File: src/rtl/dense_result_reader_pkg.sv
// Shared types and requantization helper for dense-layer result handling.
// Widths here are the default build widths (WIDTH=8, NEURON_NB=32).
package dense_pkg;

    typedef enum logic [1:0] {IDLE, LOAD, STREAM} state_t;

    localparam int WIDTH_DEF     = 8;
    localparam int NEURON_NB_DEF = 32;
    localparam int ACC_W         = 4 * WIDTH_DEF;
    localparam int OUT_W         = 2 * WIDTH_DEF;
    localparam int IDX_W         = (NEURON_NB_DEF > 1) ? $clog2(NEURON_NB_DEF) : 1;

    // Floor shift, optional ReLU, then saturate into OUT_W signed.
    function automatic logic signed [OUT_W-1:0] requant(
        input logic signed [ACC_W-1:0] acc,
        input int unsigned             shift,
        input bit                      relu
    );
        logic signed [ACC_W-1:0] s;
        logic signed [ACC_W-1:0] maxv;
        logic signed [ACC_W-1:0] minv;
        maxv = {{(ACC_W-OUT_W+1){1'b0}}, {(OUT_W-1){1'b1}}};
        minv = {{(ACC_W-OUT_W+1){1'b1}}, {(OUT_W-1){1'b0}}};
        s = acc >>> shift;
        if (relu && s[ACC_W-1]) s = '0;
        if (s > maxv)      return maxv[OUT_W-1:0];
        else if (s < minv) return minv[OUT_W-1:0];
        else               return s[OUT_W-1:0];
    endfunction

endpackage

File: src/rtl/dense_result_reader_if.sv
// Layer-result input, streamed requantized output and status of the reader.
// slave = reader side, master = layer/downstream side.
interface dense_result_reader_if #(
    parameter int NEURON_NB = 32,
    parameter int WIDTH     = 8
);
    localparam int IDX_W = (NEURON_NB > 1) ? $clog2(NEURON_NB) : 1;

    logic signed [4*WIDTH-1:0] neuron_in [NEURON_NB];
    logic                      layer_done;
    logic signed [2*WIDTH-1:0] out_data;
    logic [IDX_W-1:0]          out_index;
    logic                      out_valid;
    logic                      out_last;
    logic                      out_ready;
    logic [IDX_W-1:0]          argmax_idx;
    logic                      argmax_valid;
    logic                      busy;
    logic                      overrun;

    modport slave (
        input  neuron_in, layer_done, out_ready,
        output out_data, out_index, out_valid, out_last,
               argmax_idx, argmax_valid, busy, overrun
    );

    modport master (
        output neuron_in, layer_done, out_ready,
        input  out_data, out_index, out_valid, out_last,
               argmax_idx, argmax_valid, busy, overrun
    );
endinterface

File: src/rtl/dense_result_reader_requant_sat.sv
// Combinational requantizer: floor shift right, optional ReLU, saturate.
// Zero latency; no handshake of its own.
module requant_sat #(
    parameter int IN_W  = 32,
    parameter int OUT_W = 16,
    parameter int SHIFT = 8,
    parameter int RELU  = 1
) (
    input  logic signed [IN_W-1:0]  acc,
    output logic signed [OUT_W-1:0] q
);
    localparam logic signed [IN_W-1:0] MAXV = {{(IN_W-OUT_W+1){1'b0}}, {(OUT_W-1){1'b1}}};
    localparam logic signed [IN_W-1:0] MINV = {{(IN_W-OUT_W+1){1'b1}}, {(OUT_W-1){1'b0}}};

    logic signed [IN_W-1:0] s;

    always_comb begin
        s = acc >>> SHIFT;
        if (RELU != 0 && s[IN_W-1]) s = '0;
        if (s > MAXV)      q = MAXV[OUT_W-1:0];
        else if (s < MINV) q = MINV[OUT_W-1:0];
        else               q = s[OUT_W-1:0];
    end
endmodule

File: src/rtl/dense_result_reader.sv
// Snapshots the dense-layer result vector on each layer_done rise, streams requantized
// results one per valid/ready beat and reports the raw-value argmax after the last beat.
module dense_result_reader
    import dense_pkg::*;
#(
    parameter int NEURON_NB = 32,
    parameter int WIDTH     = 8,
    parameter int SHIFT     = 8,
    parameter int RELU      = 1
) (
    input  logic                  clk,
    input  logic                  reset_n,
    dense_result_reader_if.slave  bus
);
    localparam int A_W = 4 * WIDTH;
    localparam int I_W = (NEURON_NB > 1) ? $clog2(NEURON_NB) : 1;
    localparam logic [I_W-1:0] LAST_IDX = I_W'(NEURON_NB - 1);

    state_t                state, state_nxt;
    logic                  done_q;
    logic                  start_ev;
    logic                  do_capture;
    logic                  do_load;
    logic                  beat;
    logic signed [A_W-1:0] buffer [NEURON_NB];
    logic [I_W-1:0]        index;
    logic [I_W-1:0]        idx_nxt;
    logic signed [A_W-1:0] best;
    logic [I_W-1:0]        best_idx;
    logic                  out_valid_q;
    logic [I_W-1:0]        argmax_idx_q;
    logic                  argmax_valid_q;
    logic                  overrun_q;

    assign start_ev = bus.layer_done & ~done_q;
    assign beat     = out_valid_q & bus.out_ready;
    assign idx_nxt  = index + I_W'(1);

    always_comb begin
        state_nxt  = state;
        do_capture = 1'b0;
        do_load    = 1'b0;
        case (state)
            IDLE: if (start_ev) begin
                do_capture = 1'b1;
                state_nxt  = LOAD;
            end
            LOAD: begin
                do_load   = 1'b1;
                state_nxt = STREAM;
            end
            STREAM: if (beat && index == LAST_IDX) state_nxt = IDLE;
            default: state_nxt = IDLE;
        endcase
    end

    // A completion edge seen outside IDLE is dropped, not queued.
    always_ff @(posedge clk or negedge reset_n) begin
        if (!reset_n) begin
            state     <= IDLE;
            done_q    <= 1'b0;
            overrun_q <= 1'b0;
        end else begin
            state  <= state_nxt;
            done_q <= bus.layer_done;
            if (start_ev && state != IDLE) overrun_q <= 1'b1;
        end
    end

    always_ff @(posedge clk or negedge reset_n) begin
        if (!reset_n) begin
            for (int i = 0; i < NEURON_NB; i++) buffer[i] <= '0;
        end else if (do_capture) begin
            for (int i = 0; i < NEURON_NB; i++) buffer[i] <= bus.neuron_in[i];
        end
    end

    always_ff @(posedge clk or negedge reset_n) begin
        if (!reset_n) begin
            index          <= '0;
            best           <= '0;
            best_idx       <= '0;
            out_valid_q    <= 1'b0;
            argmax_idx_q   <= '0;
            argmax_valid_q <= 1'b0;
        end else begin
            if (do_capture) argmax_valid_q <= 1'b0;
            if (do_load) begin
                index       <= '0;
                best        <= buffer[0];
                best_idx    <= '0;
                out_valid_q <= 1'b1;
            end else if (beat) begin
                if (index == LAST_IDX) begin
                    out_valid_q    <= 1'b0;
                    argmax_idx_q   <= best_idx;
                    argmax_valid_q <= 1'b1;
                end else begin
                    index <= idx_nxt;
                    // Strict compare keeps the lowest index on ties.
                    if (buffer[idx_nxt] > best) begin
                        best     <= buffer[idx_nxt];
                        best_idx <= idx_nxt;
                    end
                end
            end
        end
    end

    requant_sat #(
        .IN_W  (A_W),
        .OUT_W (2 * WIDTH),
        .SHIFT (SHIFT),
        .RELU  (RELU)
    ) u_requant (
        .acc (buffer[index]),
        .q   (bus.out_data)
    );

    assign bus.out_index    = index;
    assign bus.out_valid    = out_valid_q;
    assign bus.out_last     = out_valid_q && (index == LAST_IDX);
    assign bus.argmax_idx   = argmax_idx_q;
    assign bus.argmax_valid = argmax_valid_q;
    assign bus.busy         = (state != IDLE);
    assign bus.overrun      = overrun_q;
endmodule

File: src/flat_wrapper.sv
// flat-port wrapper written by rule: the top's interface ports become plain ports
module dense_result_reader_flat import dense_pkg::*;
#(
    parameter int NEURON_NB = 32,
    parameter int WIDTH     = 8,
    parameter int SHIFT     = 8,
    parameter int RELU      = 1
)
  (clk, reset_n, bus_neuron_in, bus_layer_done, bus_out_ready, bus_out_data, bus_out_index, bus_out_valid, bus_out_last, bus_argmax_idx, bus_argmax_valid, bus_busy, bus_overrun);
  dense_result_reader_if #(.NEURON_NB(NEURON_NB), .WIDTH(WIDTH)) bus_i ();
  input  logic clk;
  input  logic reset_n;
  input wire logic [$bits(bus_i.neuron_in)-1:0] bus_neuron_in;
  input wire logic [$bits(bus_i.layer_done)-1:0] bus_layer_done;
  input wire logic [$bits(bus_i.out_ready)-1:0] bus_out_ready;
  output wire logic [$bits(bus_i.out_data)-1:0] bus_out_data;
  output wire logic [$bits(bus_i.out_index)-1:0] bus_out_index;
  output wire logic [$bits(bus_i.out_valid)-1:0] bus_out_valid;
  output wire logic [$bits(bus_i.out_last)-1:0] bus_out_last;
  output wire logic [$bits(bus_i.argmax_idx)-1:0] bus_argmax_idx;
  output wire logic [$bits(bus_i.argmax_valid)-1:0] bus_argmax_valid;
  output wire logic [$bits(bus_i.busy)-1:0] bus_busy;
  output wire logic [$bits(bus_i.overrun)-1:0] bus_overrun;
  assign bus_i.neuron_in = {>>{bus_neuron_in}};
  assign bus_i.layer_done = bus_layer_done;
  assign bus_i.out_ready = bus_out_ready;
  assign bus_out_data = bus_i.out_data;
  assign bus_out_index = bus_i.out_index;
  assign bus_out_valid = bus_i.out_valid;
  assign bus_out_last = bus_i.out_last;
  assign bus_argmax_idx = bus_i.argmax_idx;
  assign bus_argmax_valid = bus_i.argmax_valid;
  assign bus_busy = bus_i.busy;
  assign bus_overrun = bus_i.overrun;
  dense_result_reader #(.NEURON_NB(NEURON_NB), .WIDTH(WIDTH), .SHIFT(SHIFT), .RELU(RELU)) u_core (.clk(clk), .reset_n(reset_n), .bus(bus_i));
endmodule
File: config.mk
export PLATFORM = sky130hd
export DESIGN_NAME = dense_result_reader_flat
export DESIGN_NICKNAME = d
export VERILOG_FILES = /design/src/rtl/dense_result_reader_pkg.sv /design/src/rtl/dense_result_reader_if.sv /design/src/rtl/dense_result_reader_requant_sat.sv /design/src/rtl/dense_result_reader.sv /design/src/flat_wrapper.sv
export SDC_FILE = /design/constraint.sdc
export NUM_CORES = 2
export LEC_CHECK = 0
export ABC_CLOCK_PERIOD_IN_PS = 6700
export CAP_MARGIN = 20
export CORE_AREA = 2 2 414 416
export CTS_CLUSTER_DIAMETER = 60
export CTS_CLUSTER_SIZE = 40
export DETAILED_ROUTE_END_ITERATION = 12
export DIE_AREA = 0 0 416 418
export GPL_ROUTABILITY_DRIVEN = 1
export GPL_TIMING_DRIVEN = 0
export PLACE_DENSITY = 0.62
export SLEW_MARGIN = 20
export SYNTH_ARGS = -nofsm -noshare
export SYNTH_HDL_FRONTEND = slang
export SYNTH_SLANG_ARGS = --single-unit
File: constraint.sdc
create_clock -name clk -period 6.7 [get_ports clk]
set_input_delay 1.675 -clock clk [delete_from_list [all_inputs] [get_ports clk]]
set_output_delay 1.675 -clock clk [all_outputs]
set_load 0.01 [all_outputs]
==> flow_metrics.env <==
export IMPL_met2WireLength_um=124000
export IMPL_drive_gt1_share_pct=41.7
export IMPL_async_flop_share_pct=100
export IMPL_dieArea_mm2=0.174
export IMPL_row_count=151
export IMPL_wl_met3_um=15100
export IMPL_hold_class="reg2reg"
export IMPL_powerDensity_mw_per_mm2=596
export IMPL_synth_top_area_share_pct=50.0
export IMPL_grt_pass1_wl_um=345000
export IMPL_path_class="reg2out"
export IMPL_synth_top_area_cell="dfrtp_1"
export IMPL_postSynthAreaPerCell_um2=16.1
export IMPL_min_period_ns=6.53
export IMPL_crit_arrival_ns=4.85
export IMPL_gp_congestion=0.921
export IMPL_worstPathCellList="buf_2 > buf_6 > buf_4 > buf_4 > clkbuf_2 > mux4_2 > mux4_2 > nand2_1 > nand2_1 > nand2_1 > nand2_1 > clkdlybuf4s50_1"
export IMPL_numPortBuffers=1057
export IMPL_grtUsageTotal_pct=29.2
export IMPL_met1_length_um=106000
export IMPL_finalHoldViolCount=0
export IMPL_crit_path_start_kind="register"
export IMPL_synth_seq_cells=1077
export IMPL_clock_sinks=1077
export IMPL_cts_buffers=111
export IMPL_max_stage_delay_ns=0.55
export IMPL_power_total_mw=43.0
export IMPL_wire_per_inst_um=37.4
export IMPL_grt_max_degree=140
export IMPL_p_leak_nw=28.0
export IMPL_clk_path_buf_depth=3
export IMPL_synth_edf_count=0
export IMPL_grt_pass1_vias=40055
export IMPL_fmax_mhz=153
export IMPL_hpwl_um=207000
export IMPL_cp_max_fo=10
export IMPL_h_tree_depth=3
export IMPL_dr_pass1_iters=5
export IMPL_synthToLayoutAreaGrowth_pct=33.9
export IMPL_netlist_area_mm2=0.0539
export IMPL_yosysSeqAreaShare_pct=50.0
export IMPL_drv_slew=0
export IMPL_drc=0
export IMPL_cpMostUsedCell="nand2_1"
export IMPL_drv_cap=0
export IMPL_final_cells=6893
export IMPL_drt_iter0_drc=3888
export IMPL_fillers=15466
export IMPL_synth_cells=3337
export IMPL_yosysUniqueCellTypes=47
export IMPL_ys_top_cells_by_count="1077 x dfrtp_1, 1060 x mux2_2, 491 x mux4_2"
export IMPL_path_clk_slew_ns=0.08
export IMPL_reg2reg_depth=19
export IMPL_fin_skew_ns=0.0489
export IMPL_postRouteAntennaNets=0
export IMPL_root_buffer="clkbuf_16"
export IMPL_cp_data_required_time_ns=5.03
export IMPL_max_slew_worst_pin_slew_ns=1.20
export IMPL_relSlewSlack_pct=19.5
export IMPL_vdd_drop_max_v=0.000359
export IMPL_die_w_um=416
export IMPL_end_kind="output pin"
export IMPL_cts_tree="done"
export IMPL_holdPathStages=1
export IMPL_yosysMostFrequentCell="dfrtp_1"
export IMPL_status="complete, no violations"
export IMPL_ios=1059
export IMPL_via_per_inst=5.64
export IMPL_worst_slack_ns=0.172
export IMPL_critPathBufInv=6
export IMPL_initial_core_util_pct=31.9
export IMPL_dp_worst_setup_slack_ns=-2.22
export IMPL_insertion_delay_ns=0.78
export IMPL_antenna_found_initial=71
export IMPL_critical_path_depth=12
export IMPL_topRoutingLayerUsed="met5"
export IMPL_syn_num_nets=4399
export IMPL_post_place_cells=6625
export IMPL_grt_overflow=0
export IMPL_ys_warn_count=0
export IMPL_nets=5583
export IMPL_synthTopCellsByArea="dfrtp_1 50%, mux2_2 22%, mux4_2 21%"
export IMPL_ys_flop_type="dfrtp_1"
export IMPL_dieHeight_um=418
export IMPL_slowest_stage="mux4_2"
export IMPL_vias=38900
export IMPL_wl_um=257000
export IMPL_cp_top_family="buffers and inverters"
export IMPL_core_mm2=0.169
export IMPL_setup_viol=0
export IMPL_period_share_pct=97.4
## final timing paths
check                                        start                 end  slack [ns]
max reg2reg                u_core.bus.out_index[3]     u_core.best[18]        0.19
min reg2reg                     u_core.buffer[806]  u_core.buffer[806]        0.51
min                             u_core.buffer[806]  u_core.buffer[806]        0.51
max in group asynchronous                  reset_n  u_core.buffer[690]        2.92
min in group asynchronous                  reset_n  u_core.buffer[195]        0.92
max                        u_core.bus.out_index[0]     bus_out_data[0]        0.17
## timing repair
item	4_1_cts	5_1_grt
hold buffers	0	0
setup endpoints to repair	52	33
setup buffers	0	2
gates resized for setup	77	5
endpoints found under the hold margin	0	0
pin swaps	3	3
## state kept, by name (all words and copies together) (netlist names)
register,flops
u_core.best,32
u_core.best_idx,5
u_core.buffer,1024
u_core.bus.argmax_idx,5
u_core.bus.argmax_valid,1
u_core.bus.out_index,5
u_core.bus.out_valid,1
u_core.bus.overrun,1
u_core.done_q,1
u_core.state,2
## layout by cell type, fill, tap and decap left out, drive strengths merged, types with 41 or more instances in the layout
cell and instances:
clkdlybuf4s50 1056, nand2 140, inv 70, mux4 491, diode 57, clkbuf 261, dfrtp 1077, nor4 51
mux2 1060, mux2i 41, buf 126
## layer usage
metal  vias to the layer above  track usage, %
li1                      15399               -
met3                       385            4.49
met1                     21127            38.7
met5                         -               0
met2                      1975            47.3
met4                        14            13.3
## kinds of logic (layout without fill, tap and decap cells)
logic type	Yosys count	in the layout	share of synthesized area, %
AO/OA/AOI/OAI	84	84	0.903
XOR/XNOR	4	4	0.0650
adder cells (fa/ha/maj)	34	34	0.790
buffers and inverters	291	1572	2.48
flip-flops	1077	1077	50.0
multiplexers	1592	1592	43.5
other	1	58	0.00696
AND/OR/NAND/NOR	254	254	2.26
## layout make-up
class	count	area, um^2	share of cell area, %
Buffer	250	1340	1.86
Sequential cell	1077	27000	37.4
Multi-Input combinational cell	1969	25700	35.6
Inverter	39	150	0.208
Tap cell	2218	2780	3.85
Antenna cell	57	143	0.198
Timing Repair Buffer	1073	11000	15.2
Clock buffer	121	2920	4.04
Clock inverter	89	1250	1.74
## where the power goes
part	switching [mW]	internal [mW]	total, mW
Sequential	2.87	9.85	12.7
Clock	3.33	3.71	7.05
Combinational	11.6	11.6	23.3
## stage by stage
stage	util, %	cell area [um^2]	TNS, ns	hold WS [ns]
final	42.7	72200	0	0.507
after global routing	42.7	72100	-0.00429	0.516
after CTS	42.6	72000	0	0.509
after detailed placement	40.0	67600	-75.87	0.491
after global placement	39.8	67200	-	0.484
after floorplan	-	53900	0	0.463
Note: power is estimated with default switching activity, not from simulation.
